$ cat config.mk
export PLATFORM = sky130hd
export DESIGN_NAME = sim_run_ctrl
export DESIGN_NICKNAME = d
export VERILOG_FILES = /design/src/rtl/run_ctrl_pkg.sv /design/src/rtl/run_ctrl_trace_buf.sv /design/src/rtl/sim_run_ctrl.sv
export SDC_FILE = /design/constraint.sdc
export NUM_CORES = 1
export LEC_CHECK = 0
export CAP_MARGIN = 20
export CORE_MARGIN = 3
export CORE_UTILIZATION = 40
export CTS_CLUSTER_DIAMETER = 120
export CTS_CLUSTER_SIZE = 40
export DETAILED_ROUTE_END_ITERATION = 7
export HOLD_SLACK_MARGIN = 0.12
export PLACE_DENSITY_LB_ADDON = 0.05
export SYNTH_ARGS = -nofsm -noshare
export SYNTH_HDL_FRONTEND = slang
export SYNTH_SLANG_ARGS = --single-unit
$ cat constraint.sdc
create_clock -name clk -period 6.3 [get_ports clk]
set_input_delay 0.945 -clock clk [delete_from_list [all_inputs] [get_ports clk]]
set_output_delay 0.945 -clock clk [all_outputs]
set_load 0.02 [all_outputs]
$ cat src/rtl/run_ctrl_pkg.sv
// Shared types and default signature constants for the simulation run controller.
package run_ctrl_pkg;

    typedef enum logic [2:0] {
        HOLD,
        RUN,
        PASS,
        FAIL,
        TIMEOUT
    } run_state_t;

    localparam int unsigned DEF_PASS_ADDR = 84;
    localparam int unsigned DEF_PASS_DATA = 7;

endpackage

$ cat src/rtl/run_ctrl_trace_buf.sv
// Ring of the most recent RUN-state data-memory writes with a combinational
// read port indexed backwards from the newest entry.
module run_ctrl_trace_buf #(
    parameter int unsigned ADDR_W = 32,
    parameter int unsigned DATA_W = 32,
    parameter int unsigned DEPTH  = 8
) (
    input  logic                     clk,
    input  logic                     reset,
    input  logic                     clear,
    input  logic                     wr_en,
    input  logic [ADDR_W-1:0]        wr_adr,
    input  logic [DATA_W-1:0]        wr_data,
    input  logic [$clog2(DEPTH)-1:0] rd_idx,
    output logic [ADDR_W-1:0]        rd_adr,
    output logic [DATA_W-1:0]        rd_data
);

    localparam int unsigned IDX_W = $clog2(DEPTH);

    logic [ADDR_W-1:0] adr_mem  [DEPTH];
    logic [DATA_W-1:0] data_mem [DEPTH];
    logic [IDX_W-1:0]  wptr_q;
    logic [IDX_W:0]    fill_q;
    logic [IDX_W-1:0]  rd_slot;
    logic              rd_hit;

    always_ff @(posedge clk or negedge reset) begin
        if (!reset) begin
            wptr_q <= '0;
            fill_q <= '0;
        end else if (clear) begin
            wptr_q <= '0;
            fill_q <= '0;
        end else if (wr_en) begin
            wptr_q <= wptr_q + IDX_W'(1);
            if (fill_q != (IDX_W + 1)'(DEPTH)) begin
                fill_q <= fill_q + (IDX_W + 1)'(1);
            end
        end
    end

    // Storage needs no reset: slots beyond the fill level are masked on read.
    always_ff @(posedge clk) begin
        if (wr_en && !clear) begin
            adr_mem[wptr_q]  <= wr_adr;
            data_mem[wptr_q] <= wr_data;
        end
    end

    always_comb begin
        rd_slot = wptr_q - IDX_W'(1) - rd_idx;
        rd_hit  = ({1'b0, rd_idx} < fill_q);
        rd_adr  = rd_hit ? adr_mem[rd_slot]  : '0;
        rd_data = rd_hit ? data_mem[rd_slot] : '0;
    end

endmodule

$ cat src/rtl/sim_run_ctrl.sv
// Run controller for program-level MIPS benches: core reset sequencing, signature
// watch, cycle timeout. Optional write trace ring enabled by RUN_CTRL_TRACE_EN.
module sim_run_ctrl
    import run_ctrl_pkg::*;
#(
    parameter int unsigned       ADDR_W         = 32,
    parameter int unsigned       DATA_W         = 32,
    parameter int unsigned       CNT_W          = 16,
    parameter int unsigned       RESET_CYCLES   = 2,
    parameter int unsigned       TIMEOUT_CYCLES = 100,
    parameter logic [ADDR_W-1:0] PASS_ADDR      = ADDR_W'(DEF_PASS_ADDR),
    parameter logic [DATA_W-1:0] PASS_DATA      = DATA_W'(DEF_PASS_DATA),
    parameter bit                HALT_ON_DONE   = 1'b1,
    parameter int unsigned       TRACE_DEPTH    = 8
) (
    input  logic                           clk,
    input  logic                           reset,
    input  logic                           restart,
    input  logic                           memwrite,
    input  logic [ADDR_W-1:0]              dataadr,
    input  logic [DATA_W-1:0]              writedata,
    output logic                           core_reset,
    output logic                           done,
    output logic                           pass,
    output logic                           fail,
    output logic                           timeout,
    output logic [CNT_W-1:0]               cycle_count,
    output logic [CNT_W-1:0]               write_count,
    input  logic [$clog2(TRACE_DEPTH)-1:0] trace_idx,
    output logic [ADDR_W-1:0]              trace_adr,
    output logic [DATA_W-1:0]              trace_data
);

    localparam int unsigned     HOLD_W    = (RESET_CYCLES > 1) ? $clog2(RESET_CYCLES) : 1;
    localparam logic [HOLD_W-1:0] HOLD_LAST = HOLD_W'(RESET_CYCLES - 1);
    localparam logic [CNT_W-1:0]  TO_LAST   = CNT_W'(TIMEOUT_CYCLES - 1);
    localparam logic [CNT_W-1:0]  CNT_MAX   = {CNT_W{1'b1}};

    run_state_t        state_q, state_d;
    logic [HOLD_W-1:0] hold_q, hold_d;
    logic              core_reset_q, core_reset_d;
    logic              done_q, done_d;
    logic              pass_q, pass_d;
    logic              fail_q, fail_d;
    logic              timeout_q, timeout_d;
    logic [CNT_W-1:0]  cycle_q, cycle_d;
    logic [CNT_W-1:0]  write_q, write_d;
    logic              sig_hit;
    logic              timeout_hit;
    logic              run_write;

    assign sig_hit     = memwrite && (dataadr == PASS_ADDR);
    assign timeout_hit = (TIMEOUT_CYCLES != 0) && (cycle_q == TO_LAST);
    assign run_write   = (state_q == RUN) && memwrite && !restart;

    always_ff @(posedge clk or negedge reset) begin
        if (!reset) begin
            state_q      <= HOLD;
            hold_q       <= '0;
            core_reset_q <= 1'b1;
            done_q       <= 1'b0;
            pass_q       <= 1'b0;
            fail_q       <= 1'b0;
            timeout_q    <= 1'b0;
            cycle_q      <= '0;
            write_q      <= '0;
        end else begin
            state_q      <= state_d;
            hold_q       <= hold_d;
            core_reset_q <= core_reset_d;
            done_q       <= done_d;
            pass_q       <= pass_d;
            fail_q       <= fail_d;
            timeout_q    <= timeout_d;
            cycle_q      <= cycle_d;
            write_q      <= write_d;
        end
    end

    always_comb begin
        state_d      = state_q;
        hold_d       = hold_q;
        core_reset_d = core_reset_q;
        done_d       = done_q;
        pass_d       = pass_q;
        fail_d       = fail_q;
        timeout_d    = timeout_q;
        cycle_d      = cycle_q;
        write_d      = write_q;

        if (restart) begin
            state_d      = HOLD;
            hold_d       = '0;
            core_reset_d = 1'b1;
            done_d       = 1'b0;
            pass_d       = 1'b0;
            fail_d       = 1'b0;
            timeout_d    = 1'b0;
            cycle_d      = '0;
            write_d      = '0;
        end else begin
            unique case (state_q)
                HOLD: begin
                    core_reset_d = 1'b1;
                    if (hold_q == HOLD_LAST) begin
                        state_d      = RUN;
                        hold_d       = '0;
                        core_reset_d = 1'b0;
                    end else begin
                        hold_d = hold_q + HOLD_W'(1);
                    end
                end
                RUN: begin
                    core_reset_d = 1'b0;
                    if (cycle_q != CNT_MAX) begin
                        cycle_d = cycle_q + CNT_W'(1);
                    end
                    if (memwrite && (write_q != CNT_MAX)) begin
                        write_d = write_q + CNT_W'(1);
                    end
                    // Signature write outranks a timeout landing in the same cycle.
                    if (sig_hit && (writedata == PASS_DATA)) begin
                        state_d      = PASS;
                        pass_d       = 1'b1;
                        done_d       = 1'b1;
                        core_reset_d = HALT_ON_DONE;
                    end else if (sig_hit) begin
                        state_d      = FAIL;
                        fail_d       = 1'b1;
                        done_d       = 1'b1;
                        core_reset_d = HALT_ON_DONE;
                    end else if (timeout_hit) begin
                        state_d      = TIMEOUT;
                        timeout_d    = 1'b1;
                        done_d       = 1'b1;
                        core_reset_d = HALT_ON_DONE;
                    end
                end
                PASS, FAIL, TIMEOUT: begin
                    core_reset_d = HALT_ON_DONE;
                end
                default: begin
                    state_d      = HOLD;
                    hold_d       = '0;
                    core_reset_d = 1'b1;
                end
            endcase
        end
    end

    assign core_reset  = core_reset_q;
    assign done        = done_q;
    assign pass        = pass_q;
    assign fail        = fail_q;
    assign timeout     = timeout_q;
    assign cycle_count = cycle_q;
    assign write_count = write_q;

`ifdef RUN_CTRL_TRACE_EN
    run_ctrl_trace_buf #(
        .ADDR_W (ADDR_W),
        .DATA_W (DATA_W),
        .DEPTH  (TRACE_DEPTH)
    ) u_trace (
        .clk     (clk),
        .reset   (reset),
        .clear   (restart),
        .wr_en   (run_write),
        .wr_adr  (dataadr),
        .wr_data (writedata),
        .rd_idx  (trace_idx),
        .rd_adr  (trace_adr),
        .rd_data (trace_data)
    );
`else
    logic unused_trace;
    assign unused_trace = ^{trace_idx, run_write};
    assign trace_adr    = '0;
    assign trace_data   = '0;
`endif

endmodule

# --- After elaboration in Yosys (flattened, before gate mapping) ---
# Index checks and enable logic that the tools add are counted.
op_classes:
  n_addsub: 3
  eq_ne: 15
  muxes: 37
  reduce_logical: 20
ops:
  columns: ["operator", "count"]
  rows:
  - ["2-to-1 mux 16 bit", 6]
  - ["adder 16 x 1 -> 16 bit (second input constant)", 2]
  - ["equality test 32 x 3 -> 1 bit (second input constant)", 1]
  - ["equality test 32 x 7 -> 1 bit (second input constant)", 1]
  - ["!= test 16 bit (second input constant)", 2]
  - ["2-to-1 mux 1 bit", 23]
  - ["equality test 16 x 7 -> 1 bit (second input constant)", 1]
  - ["2-to-1 mux 3 bit", 5]
  - ["nonzero test 2 bit", 6]
  - ["case mux 3 bit (3 select lines)", 1]
  - ["AND reduction 2 bit", 4]
  - ["equality test 3 x 2 -> 1 bit (second input constant)", 2]
  - ["!= test 2 bit (second input constant)", 3]
  - ["AND reduction 3 bit", 2]
  - ["!= test 5 x 4 -> 1 bit (second input constant)", 1]
  - ["case mux 1 bit (2 select lines)", 2]
  - ["AND reduction 4 bit", 1]
  - ["nonzero test 4 bit", 1]
  - ["OR reduction 4 bit", 1]
  - ["equality test 3 x 1 -> 1 bit (second input constant)", 1]
  - ["equality test 3 bit (second input constant)", 1]
  - ["logical AND 1 bit", 3]
  - ["zero test 3 bit", 1]
  - ["!= test 3 bit (second input constant)", 1]
  - ["other kinds (3)", 3]
totals:
  reg_bits: 41
  in_bits: 71

# --- Logic depth before layout (Yosys ltp) ---
logic_depth:
  depth_word: 6
  ltp_mapped: 7
  mapped_depth_nobuf: 6

# --- Worst setup path before layout ---
# OpenSTA, ideal clock, no wires.
synth_timing:
  path_type: "input to register"
  start: "input dataadr[11]"
  end: "register state_q[0]"
  setup_time_ns: 0.087
  arrival_ns: 2.416
  required_time_ns: 6.213
  path_slack_ns: 3.797
  cell_stages: 5
  path_buffers: 0
  path_cell_list: "or4b_1 -> nor3_1 -> nand4_1 -> or4b_1 -> o211ai_1"
synth_between:
  elab_chain_cells: 6
  word_cells_on_any_way: 9
  cone_classes: "2 x eq/ne; 4 x mux; 3 x reduce/logical"
synth_lines:
  columns: ["element", "line_no", "rtl"]
  rows:
  - ["start: declaration", "sim_run_ctrl.sv:20", "input logic [ADDR_W-1:0] dataadr,"]
  - ["equality test 32 x 7 -> 1 bit *", "sim_run_ctrl.sv:52", "assign sig_hit = memwrite && (dataadr == PASS_ADDR);"]
  - ["logical AND 1 bit *", "sim_run_ctrl.sv:52", null]
  - ["2-to-1 mux 3 bit or logical AND 1 bit (tied branches)", "sim_run_ctrl.sv:127, sim_run_ctrl.sv:122", null]
  - ["2-to-1 mux 3 bit", "sim_run_ctrl.sv:122", "if (sig_hit && (writedata == PASS_DATA)) begin"]
  - ["case mux 3 bit (3 select lines)", "sim_run_ctrl.sv:102", "unique case (state_q)"]
  - ["2-to-1 mux 3 bit", "sim_run_ctrl.sv:91", "if (restart) begin"]
  - ["end signal: assignment", "sim_run_ctrl.sv:68", "state_q <= state_d;"]
  - ["end: declaration", "sim_run_ctrl.sv:39", "run_state_t state_q, state_d;"]
# Mark *: on every way between the ends. The rest lies on a longest branch, timed or not.
# A chain may end at the register's enable or synchronous reset.

# --- Final worst setup path ---
layout_timing:
  start: "input restart"
  end: "register cycle_q[5], in the netlist cycle_count[5]"
layout_between:
  elab_chain_cells: 2
  word_cells_on_any_way: 4
  cone_classes: "1 x mux; 3 x reduce/logical"
layout_lines:
  columns: ["element", "line_no", "rtl"]
  rows:
  - ["start: declaration", "sim_run_ctrl.sv:18", "input logic restart,"]
  - ["nonzero test 2 bit (no line)", null, null]
  - ["AND reduction 2 bit (no line)", null, null]
  - ["end signal: assignment", "sim_run_ctrl.sv:75", "cycle_q <= cycle_d;"]
  - ["end: declaration", "sim_run_ctrl.sv:46", "logic [CNT_W-1:0] cycle_q, cycle_d;"]
# Several ways; a longest one is shown, not always the timed one.

==> metrics.md <==
| Metric | Value |
|---|---|
| Total grt overflow | `0` |
| DRC | `0` |
| Max Clk Rate | `315 MHz` |
| Fin. max-slew vios | `0` |
| Initial DRC Count | `81` |
| Worst reg2reg path endpoint | `cycle_count[9]` |
| TritonCTS clock tree | `built` |
| R2r startpoint | `state_q[0]` |
| CP startpoint | `restart` |
| Height of the die | `90.7 µm` |
| Max_cap viols | `0` |
| Final hold viol count | `0` |
| RSZ-0062 raised after global routing | `false` |
| Die Wd | `90.7 µm` |
| Area growth, synth to finish | `34.7%` |
| CTS sink cnt | `41` |
| Mean Syn Cell Area | `8.92 µm²` |
| Fin crit share | `50.4%` |
| Sw Share | `28.3%` |
| Boundary pin count | `172` |
| CP endpoint kind | `flop` |
| Clk root buf | `clkbuf_8` |
| Psw | `184 µW` |
| Vias in the first global route | `2,369` |
| Worst EP required | `6480 ps` |
| Clock transition at path regs | `80 ps` |
| PD cells | `169 nW/µm²` |
| CP Class | `in2reg` |
| Leakage | `0.00152 µW` |
| Crit path cell chain | `clkdlybuf4s50_1 -> nor2b_1 -> nand4_1 -> o21ai_0 -> nor3_1 -> o21ba_2` |
| Initial Util | `41.8%` |
| Synth async-reset ratio | `100%` |
| Commonest non-fill, non-tap cell in the layout | `clkdlybuf4s50_1` |
| Via count | `2,482` |
| Post-CTS Resized | `0` |
| Status | `finished, final reports clean` |
| Final worst setup slack | `3130 ps` |
| Cts hold-fix bufs | `0` |
| Setup crit start kind | `primary input` |
| CTS H-tree depth | `2` |
| Sum Neg Setup Slack | `0 ps` |
| RD Place Congestion | `0.783` |
| Final wirelength | `7250 µm` |
| I/O Buffers | `104` |
| CP max FO | `26` |
| Max_slew headroom | `33.2%` |
| Dpl ws | `2850 ps` |
| 1st-pass router iterations | `4` |
| Setup Viol. Count Final | `0` |
| Detailed Place HPWL | `5650 µm` |
| Share of cells above drive strength 1 | `5.19%` |
| Clk buf depth | `2` |
| Predominant post-synthesis flop cell | `dfrtp_1` |
| Most frequent cells in the layout | `clkdlybuf4s50_1, conb_1, dfrtp_1` |
| Die footprint | `8230 µm²` |
| Worst-skew pair later-pin latency | `290 ps` |
| Pin count of the biggest net entering global routing | `42` |
| DR vias/cell | `4.77` |
| CP arrival | `3360 ps` |
| Sequential fraction of the synthesis area | `35.8%` |
| Fill count | `644` |
| Worst R2R Setup Slack | `4150 ps` |
| Synth Cell Area | `2870 µm²` |
| Cells on worst reg2reg path | `5` |
| Clock Skew | `9.72 ps` |
| Critical path's largest stage delay | `930 ps` |
| Tmin final | `3170 ps` |
| Cell variety after synth | `47` |
| Postcts setup bufs | `0` |
| CTS buffer count | `5` |
| First-pass GRT wire length | `11,700 µm` |
| Worst Hold Class | `reg2reg` |
| NumNets Final | `496` |
| Critical Path Sink | `cycle_count[5]` |
| Flop pwr share | `43.5%` |
| Number of synthesized flops with an enable pin | `0` |
| GRT Util Overall | `17.3%` |
| Worst path slowest cell | `clkdlybuf4s50_1` |
| Core footprint | `6870 µm²` |
| Combinational power share | `22.5%` |
| Synth warn | `0` |
| Antenna cells | `0` |
| Clock power share | `33.9%` |
| Initial antenna violation count | `0` |
| Average wire per standard cell | `13.9 µm` |
| Internal | `467 µW` |
| Least-Margin Pin Slew | `998 ps` |
| Final ANT Viol Nets | `0` |
| Post-Syn Instances | `322` |
| Site row count | `30` |
| Worst VDD drop | `0.101 mV` |
| Register bit total from synthesis | `41` |
==> kinds of logic (layout without fill, tap and decap cells) <==
| logic type | count (synthesis) | in the layout | share of synthesized area (%) |
|---|---|---|---|
| fa+ha+maj | 2 | 2 | 0.871 |
| simple gates | 136 | 136 | 28.2 |
| flops | 41 | 41 | 35.8 |
| other cells | 1 | 64 | 0.131 |
| xor+xnor | 25 | 25 | 7.63 |
| buf+inv | 82 | 121 | 19.5 |
| compound gates | 35 | 35 | 7.84 |
==> Yosys cell counts, types with 2 or more instances <==
| cell type | number | area share, % |
|---|---|---|
| a211o_1 | 2 | 0.61 |
| buf_4 | 65 | 17 |
| dfrtp_1 | 40 | 35 |
| inv_1 | 7 | 0.92 |
| and4_1 | 5 | 1.5 |
| and3_1 | 2 | 0.44 |
| nor3_1 | 10 | 1.7 |
| a211oi_1 | 3 | 0.78 |
| nand2_1 | 14 | 1.8 |
| nand4_1 | 11 | 2.4 |
| nor4b_1 | 3 | 0.92 |
| clkbuf_1 | 8 | 1.0 |
| nor4_1 | 17 | 3.7 |
| xor2_1 | 3 | 0.92 |
| nor3b_2 | 2 | 0.87 |
| nor3b_1 | 4 | 1.0 |
| a21oi_1 | 10 | 1.7 |
| o21ai_0 | 8 | 1.4 |
| nor3_2 | 2 | 0.70 |
| nand3_1 | 9 | 1.6 |
| o21a_1 | 2 | 0.52 |
| nor2b_1 | 2 | 0.44 |
| o211ai_1 | 3 | 0.78 |
| o21ba_2 | 2 | 0.70 |
| ha_1 | 2 | 0.87 |
| or4b_1 | 2 | 0.70 |
| xnor2_1 | 22 | 6.7 |
| nand2b_1 | 2 | 0.44 |
| o31ai_1 | 2 | 0.52 |
| or4_1 | 5 | 1.3 |
| or3_1 | 6 | 1.3 |
| nor2_1 | 32 | 4.2 |
==> worst max-delay path: cells and delay by family <==
kind	cells	cell delay, ps
buffers and inverters	1	930
AO/OA/AOI/OAI	2	780
AND/OR/NAND/NOR	3	690
==> cell type report <==
type / instances / area [µm²] / area share, %
clock buffer: 7 / 86.3 / 2.23
multi-input combinational: 262 / 1530 / 39.5
sequential: 41 / 1030 / 26.6
clock inverter: 1 / 30.0 / 0.776
tap: 96 / 120 / 3.11
inverter: 7 / 26.3 / 0.679
timing repair buffer: 106 / 1050 / 27.2
==> metrics by stage <==
step	total power, µW	area, µm²	hold WS (ps)	util [%]	std cells
2_1_floorplan	399	3110	505	-	385
5_1_grt	686	3870	541	56.3	520
6_report	652	3870	500	56.3	520
4_1_cts	658	3870	504	56.3	520
3_3_place_gp	433	3750	477	54.6	512
3_5_place_dp	435	3750	483	54.6	512
==> power groups by stage <==
stage,sequential (µW),clock (µW),combinational [µW]
5_1_grt,285,241,160
2_1_floorplan,291,0,108
6_report,284,221,147
3_5_place_dp,288,0,147
4_1_cts,283,228,147
3_3_place_gp,288,0,145
==> per-layer routing <==
layer | track usage (%) | vias up | wire length (µm)
met1 | 21.8 | 1180 | 3020
met3 | 3.42 | 14 | 331
li1 | - | 1216 | -
met5 | 0 | - | 0
met2 | 29.8 | 72 | 3770
met4 | 5.10 | 0 | 130
==> registers in the layout, indices dropped and copies added (netlist names) <==
name and flops:
core_reset 1, cycle_count 16, done 1, fail 1
hold_q 1, pass 1, state_q 3, timeout 1
write_count 16
==> worst min path at each step <==
stage	cells after the start	start	end
3_5_place_dp	2	timeout	timeout
5_1_grt	2	timeout	timeout
3_3_place_gp	2	timeout	timeout
6_report	2	timeout	timeout
4_1_cts	2	timeout	timeout
2_1_floorplan	2	hold_q	hold_q
No activity file was read; power rests on OpenSTA's default activity.
